**config.mk**
```make
export PLATFORM = sky130hd
export DESIGN_NAME = audio_tone_detect
export DESIGN_NICKNAME = d
export VERILOG_FILES = /design/src/rtl/audio_tone_detect.sv
export SDC_FILE = /design/constraint.sdc
export NUM_CORES = 1
export LEC_CHECK = 0
export ABC_AREA = 1
export CORE_ASPECT_RATIO = 0.75
export CORE_MARGIN = 3
export CORE_UTILIZATION = 50
export DETAILED_ROUTE_END_ITERATION = 8
export PLACE_DENSITY = 0.71
export SLEW_MARGIN = 20
export SYNTH_ARGS = -nofsm -noshare
export SYNTH_HDL_FRONTEND = slang
export SYNTH_SLANG_ARGS = --single-unit
```
**constraint.sdc**
```tcl
create_clock -name i_clk -period 1.9 [get_ports i_clk]
set_input_delay 0.38 -clock i_clk [delete_from_list [all_inputs] [get_ports i_clk]]
set_output_delay 0.38 -clock i_clk [all_outputs]
set_load 0.05 [all_outputs]
```
**src/rtl/audio_tone_detect.sv**
```systemverilog
// Measures the period of a square-wave tone in i_clk cycles, with glitch rejection and loss-of-tone timeout.
// Define AUDIO_TONE_DETECT_FREQ_EN to add a restoring divider that converts the period into Hz on o_freq.
module audio_tone_detect #(
    parameter int CLK_FREQ    = 12000000,
    parameter int TIMEOUT_CYC = 600000,
    parameter int MIN_PERIOD  = 32
) (
    input  logic        i_clk,
    input  logic        i_rst_n,
    input  logic        i_enable,
    input  logic        i_pulse,
    output logic [23:0] o_period,
    output logic        o_valid,
    output logic        o_timeout,
    output logic [15:0] o_freq,
    output logic        o_freq_valid
);

    localparam logic [23:0] LP_TIMEOUT = 24'(TIMEOUT_CYC);
    localparam logic [23:0] LP_MIN     = 24'(MIN_PERIOD);

    typedef enum logic {
        ST_IDLE,
        ST_MEASURE
    } state_t;

    logic [2:0]  r_sync;
    logic        r_edge;
    state_t      r_state;
    state_t      w_state_next;
    logic [23:0] r_count;
    logic [23:0] w_count_next;
    logic [23:0] w_period_next;
    logic        w_valid_next;
    logic        w_timeout_next;

    // r_sync[1:0] is the metastability synchronizer; r_sync[2] holds the previous synchronized level.
    always_ff @(posedge i_clk or negedge i_rst_n) begin
        if (!i_rst_n) begin
            r_sync <= '0;
            r_edge <= 1'b0;
        end else begin
            r_sync <= {r_sync[1:0], i_pulse};
            r_edge <= r_sync[1] & ~r_sync[2];
        end
    end

    always_comb begin
        w_state_next   = r_state;
        w_count_next   = r_count;
        w_period_next  = o_period;
        w_valid_next   = 1'b0;
        w_timeout_next = 1'b0;
        if (!i_enable) begin
            w_state_next = ST_IDLE;
            w_count_next = '0;
        end else begin
            case (r_state)
                ST_IDLE: begin
                    if (r_edge) begin
                        w_state_next = ST_MEASURE;
                        w_count_next = 24'd1;
                    end
                end
                ST_MEASURE: begin
                    // An edge always beats a timeout; edges closer than LP_MIN are glitches and keep counting.
                    if (r_edge && (r_count >= LP_MIN)) begin
                        w_period_next = r_count;
                        w_valid_next  = 1'b1;
                        w_count_next  = 24'd1;
                    end else if (!r_edge && (r_count == LP_TIMEOUT)) begin
                        w_state_next   = ST_IDLE;
                        w_period_next  = '0;
                        w_timeout_next = 1'b1;
                        w_count_next   = '0;
                    end else begin
                        w_count_next = r_count + 24'd1;
                    end
                end
                default: begin
                    w_state_next = ST_IDLE;
                    w_count_next = '0;
                end
            endcase
        end
    end

    always_ff @(posedge i_clk or negedge i_rst_n) begin
        if (!i_rst_n) begin
            r_state   <= ST_IDLE;
            r_count   <= '0;
            o_period  <= '0;
            o_valid   <= 1'b0;
            o_timeout <= 1'b0;
        end else begin
            r_state   <= w_state_next;
            r_count   <= w_count_next;
            o_period  <= w_period_next;
            o_valid   <= w_valid_next;
            o_timeout <= w_timeout_next;
        end
    end

`ifdef AUDIO_TONE_DETECT_FREQ_EN
    localparam logic [23:0] LP_DIVIDEND = 24'(CLK_FREQ);

    logic        r_div_busy;
    logic [4:0]  r_div_cnt;
    logic [23:0] r_rem;
    logic [23:0] r_quo;
    logic [23:0] r_divisor;
    logic [23:0] w_rem_in;
    logic [23:0] w_quo_in;
    logic [23:0] w_dsr;
    logic [24:0] w_shift;
    logic        w_ge;
    logic [23:0] w_rem_out;
    logic [23:0] w_quo_out;

    // The start cycle already performs the first quotient bit so the result lands 25 cycles after o_valid.
    always_comb begin
        w_rem_in  = r_div_busy ? r_rem     : 24'd0;
        w_quo_in  = r_div_busy ? r_quo     : LP_DIVIDEND;
        w_dsr     = r_div_busy ? r_divisor : o_period;
        w_shift   = {w_rem_in, w_quo_in[23]};
        w_ge      = (w_shift >= {1'b0, w_dsr});
        w_rem_out = w_ge ? 24'(w_shift - {1'b0, w_dsr}) : w_shift[23:0];
        w_quo_out = {w_quo_in[22:0], w_ge};
    end

    always_ff @(posedge i_clk or negedge i_rst_n) begin
        if (!i_rst_n) begin
            r_div_busy   <= 1'b0;
            r_div_cnt    <= '0;
            r_rem        <= '0;
            r_quo        <= '0;
            r_divisor    <= '0;
            o_freq       <= '0;
            o_freq_valid <= 1'b0;
        end else begin
            o_freq_valid <= 1'b0;
            if (!r_div_busy) begin
                if (o_valid) begin
                    r_div_busy <= 1'b1;
                    r_div_cnt  <= 5'd1;
                    r_divisor  <= o_period;
                    r_rem      <= w_rem_out;
                    r_quo      <= w_quo_out;
                end
            end else if (r_div_cnt != 5'd24) begin
                r_div_cnt <= r_div_cnt + 5'd1;
                r_rem     <= w_rem_out;
                r_quo     <= w_quo_out;
            end else begin
                r_div_busy   <= 1'b0;
                o_freq       <= (|r_quo[23:16]) ? 16'hFFFF : r_quo[15:0];
                o_freq_valid <= 1'b1;
            end
            if (w_timeout_next) begin
                o_freq <= '0;
            end
        end
    end
`else
    logic w_unused_clk_freq;
    assign w_unused_clk_freq = ^(24'(CLK_FREQ));
    assign o_freq            = '0;
    assign o_freq_valid      = 1'b0;
`endif

endmodule

```
Yosys cells after proc, flatten, opt, wreduce, memory -nomap -nowiden
Cells that the tools add are included.
Widths: inputs -> output; s select.
Word-level totals
  input bits: 4
  register bits: 55
  output and inout port bits: 43
Cells by class
  mux-type cells: 19
  equality and inequality tests: 2
  add/subtract/negate cells: 1
  reduce and logical (&&, ||, !) cells: 5
  bitwise gates (word level): 3
  magnitude comparators: 1
Operators with widths (count)
  $mux 24: 6
  $pmux 24 s2: 1
  $add 24x1->24 const B: 1
  $eq 24x20->1 const B: 1
  $ge 24x6->1 const B: 1
  $mux 1: 11
  $ne 3x3->1 const B: 1
  $reduce_and 3->1: 1
  $logic_and 1x1->1: 2
  $not 1->1: 2
  $pmux 1 s2: 1
  $reduce_bool 2->1: 1
  $and 1x1->1: 1
  $logic_not 1->1: 1

Depth between registers and ports, before layout
  depth in word-level cells: 6
  depth in mapped cells: 10

Worst setup path before layout
No wires, ideal clock.
  kind: flip-flop to flip-flop
  start point: register r_count[0]
  end point: register o_period[13]
  arrival time: 1326 ps
  setup time: 119 ps
  setup slack: 455 ps
  data required time: 1781 ps
  stages on the path, launching flop included: 9
  path through: dfrtp_1 inv_1 ha_1 nand3_1 nor2_4 nand4_4 buf_6 nand3_2 o21ai_2
Between the ends
  longest elaborated chain between the ends: 4
  elaborated cells between the ends (all ways): 7
RTL lines
  from (decl): RTL line 31  | logic [23:0] r_count;
  from (signal assigned): RTL line 97  | r_count <= w_count_next;
  $ge 24x6->1 / $eq 24x20->1 (equally long branches): RTL line 67, 71
  $logic_and 1x1->1 (on tied branches): RTL line 67, 71
  $reduce_bool 2->1 (no line)
  $reduce_and 3->1 (no line)
  to (signal assigned): RTL line 98  | o_period <= w_period_next;
  to (decl): RTL line 12  | output logic [23:0] o_period,
Several ways; a longest one is shown, not always the timed one.
A chain may end at the register's enable or synchronous reset.

Worst setup path in the final report
  start point: register o_valid
  end point: output o_valid
RTL lines
  from (decl): RTL line 13  | output logic o_valid,
  from (signal assigned): RTL line 99  | o_valid <= w_valid_next;
No word-level cell between the ends.

==> summary.txt <==
Status -> complete, but fails checks
Failing checks -> hold timing
Initial core utilization -> 53.4%
CTS HTree Levels -> 2
Final Max Tran Viols -> 0
Worst path cell trace -> clkdlybuf4s50_1
Post-synth top area share -> 43.0%
Root buf cell -> clkbuf_8
Vias/cell -> 5.17
Maximum clock path buffer count -> 2
Core area -> 6010 um2
Total negative slack -> 0 ns
Top-count cell post-synth -> nand2_1
Syn avg cell area -> 8.24 um2
Initial DRC count -> 271
Top_reg_cell synth -> dfrtp_1
Seq cells post-synth -> 55
Max incr delay on CP -> 0.80 ns
Worst path buffer plus inverter count -> 1
Number of global-route vias before repair -> 2338
Delay-heaviest family, CP -> buffers and inverters
Ranking of synthesized cells by area -> dfrtp_1 43%, nand2_1 14%, nand3_2 6.6%
Chip Height -> 75.3 um
Crit share post-route -> 95.7%
Antenna Nets Post-Route -> 0
Vias post-DR -> 2605
Die Wd -> 98.4 um
Area grow syn2layout -> 13.4%
Async set-reset flop share out of synthesis -> 100%
F_max -> 550 MHz
Sequential share of power -> 55.0%
Hold Slack -> -0.00829 ns
Max cap viols -> 0
Routed len/inst -> 14.2 um
Layout cells sized above 1 -> 20.9%
Peak fanout along the critical path -> 1
I/O pin count -> 47
Final Critical Period -> 1.82 ns
Detailed placer's ending HPWL -> 5.39 mm
Pwr dens -> 596 nW/um2
Final setup viols -> 0
YS warnings -> 0
Clock Latency Late Sink -> 0.31 ns
Post-Syn Area -> 3200 um2
Number of antenna diodes -> 0
CP max-delay cell -> clkdlybuf4s50_1
First-pass GRT wire length -> 11.7 mm
1st-pass router iterations -> 5
TritonCTS Buffers -> 5
Layout Skew -> 0.00813 ns
Sw Share -> 25.8%
Post-synth top cells -> 116 x nand2_1, 55 x dfrtp_1, 46 x nor2_1, 27 x inv_1, 22 x nand3_1
Synth cell types -> 29
Worst Tran Pin Value -> 0.514 ns
Reg clk slew, reported paths -> 0.10 ns
Mapped Cells -> 389
Postcts setup bufs -> 0
Lkg Pwr -> 0.00191 uW
CTS tree -> yes
# port buffers -> 29
Peak VDD IR -> 354 uV
TritonCTS sink count -> 55
Fin nets -> 431
Fillcell total -> 552
Initial antenna violation count -> 0
Arr. time, crit path -> 1.44 ns
Largest net degree at the start of global routing -> 41
Sequential area share after synthesis -> 43.0%
Fin. Hold Viols -> 18
NetSw -> 558 uW
Area leader, netlist -> dfrtp_1
Hold Crit Class -> primary input to async pin
Routability cong. -> 0.983
Worst setup EP type -> output pin
Die area -> 7420 um2
Row count -> 24
Overall power -> 2160 uW
CP Class -> flip-flop to output pin
Total gr overflow -> 0
Slew HR -> 65.7%
Pint -> 1610 uW
Startpoint Class -> flip-flop
Total Routing Usage GR -> 19.9%
Worst EP required -> 1.52 ns
RSZ-0062 raised after global routing -> false
Post-synth EDFFs -> 0
Logic pwr share -> 8.0%
DRC errors left -> 0
Clock power frac -> 36.9%
Wirelength, routed -> 7.18 mm
-- state kept, by name, indices dropped and copies added (netlist names) --
name	flops
r_edge	1
r_state	1
r_count	24
o_timeout	1
o_valid	1
o_period	24
r_sync	3
-- timing repair --
| action | CTS | global route |
|---|---|---|
| endpoints found under the setup margin | 0 | 11 |
| hold buffers | 0 | 0 |
| gates resized for setup | 0 | 11 |
-- cell type report --
| class | instances | area (um2) | area share (%) |
|---|---|---|---|
| sequential | 55 | 1380 | 37.9 |
| clock buffer | 6 | 72.6 | 2.00 |
| inverter | 31 | 116 | 3.20 |
| tap | 78 | 97.6 | 2.69 |
| timing repair buffer | 42 | 403 | 11.1 |
| multi-input combinational | 290 | 1530 | 42.1 |
| clock inverter | 2 | 38.8 | 1.07 |
-- through the flow --
stage / hold slack, ns / area, um2 / setup slack [ns] / std cells / utilization (%)
2_1_floorplan: 0.0844 / 3260 / 0.455 / 405 / -
3_3_place_gp: 0.337 / 3490 / 0.0861 / 496 / 58.2
3_5_place_dp: 0.341 / 3490 / 0.0424 / 496 / 58.2
4_1_cts: 0.00446 / 3610 / 0.00680 / 504 / 60.0
5_1_grt: 0.00670 / 3630 / 0.0150 / 504 / 60.5
6_report: -0.00829 / 3630 / 0.0826 / 504 / 60.5
-- worst paths after layout --
kind                                             to  depth (start not counted)                    start  slack (ns)
setup reg to reg            o_period[5]$_DFFE_PN0P_                          9  r_count[22]$_DFFE_PN0P_        0.16
hold / removal             o_period[10]$_DFFE_PN0P_                          1                  i_rst_n      -0.008
setup / recovery                            o_valid                          1        o_valid$_DFF_PN0_        0.08
max in group asynchronous   r_count[14]$_DFFE_PN0P_                          2                  i_rst_n        1.24
hold reg to reg                 r_sync[1]$_DFF_PN0_                          0      r_sync[0]$_DFF_PN0_        0.36
min in group i_clk              r_sync[1]$_DFF_PN0_                          0      r_sync[0]$_DFF_PN0_        0.36
-- cells by family (layout without fill, tap and decap cells) --
group	after synthesis	after routing	share of synthesized area [%]
flops	55	55	43.0
xor+xnor	12	12	3.28
simple gates	229	229	34.7
fa+ha+maj	2	2	0.781
other cells	1	17	0.117
buf+inv	60	81	11.2
compound gates	30	30	6.99
-- per-layer routing --
metal	vias to the layer above	global-route usage (%)	part of all wire, %
met4	0	5.61	1.0
met3	9	3.48	6.8
met1	1229	30.1	49
met2	99	29.8	43
met5	-	0	0
li1	1268	-	-
-- layout by cell type (no fill, tap or decap), types with 5 or more instances in the layout --
cell type,count
o21ai_2,9
inv_1,27
nand3_1,22
nand2_1,116
conb_1,17
clkbuf_8,5
o21ai_0,8
buf_4,24
a21oi_2,10
nand3_2,21
dlymetal6s2s_1,11
xor2_1,9
nor2_1,46
nand4_1,10
dfrtp_1,55
-- power groups by stage --
stage | Combinational (uW) | Clock (uW) | Sequential, uW
2_1_floorplan | 151 | 0 | 1210
3_3_place_gp | 174 | 0 | 1210
3_5_place_dp | 176 | 0 | 1210
4_1_cts | 176 | 814 | 1190
5_1_grt | 192 | 865 | 1190
6_report | 174 | 799 | 1190
No activity file was read; power rests on OpenSTA's default activity.
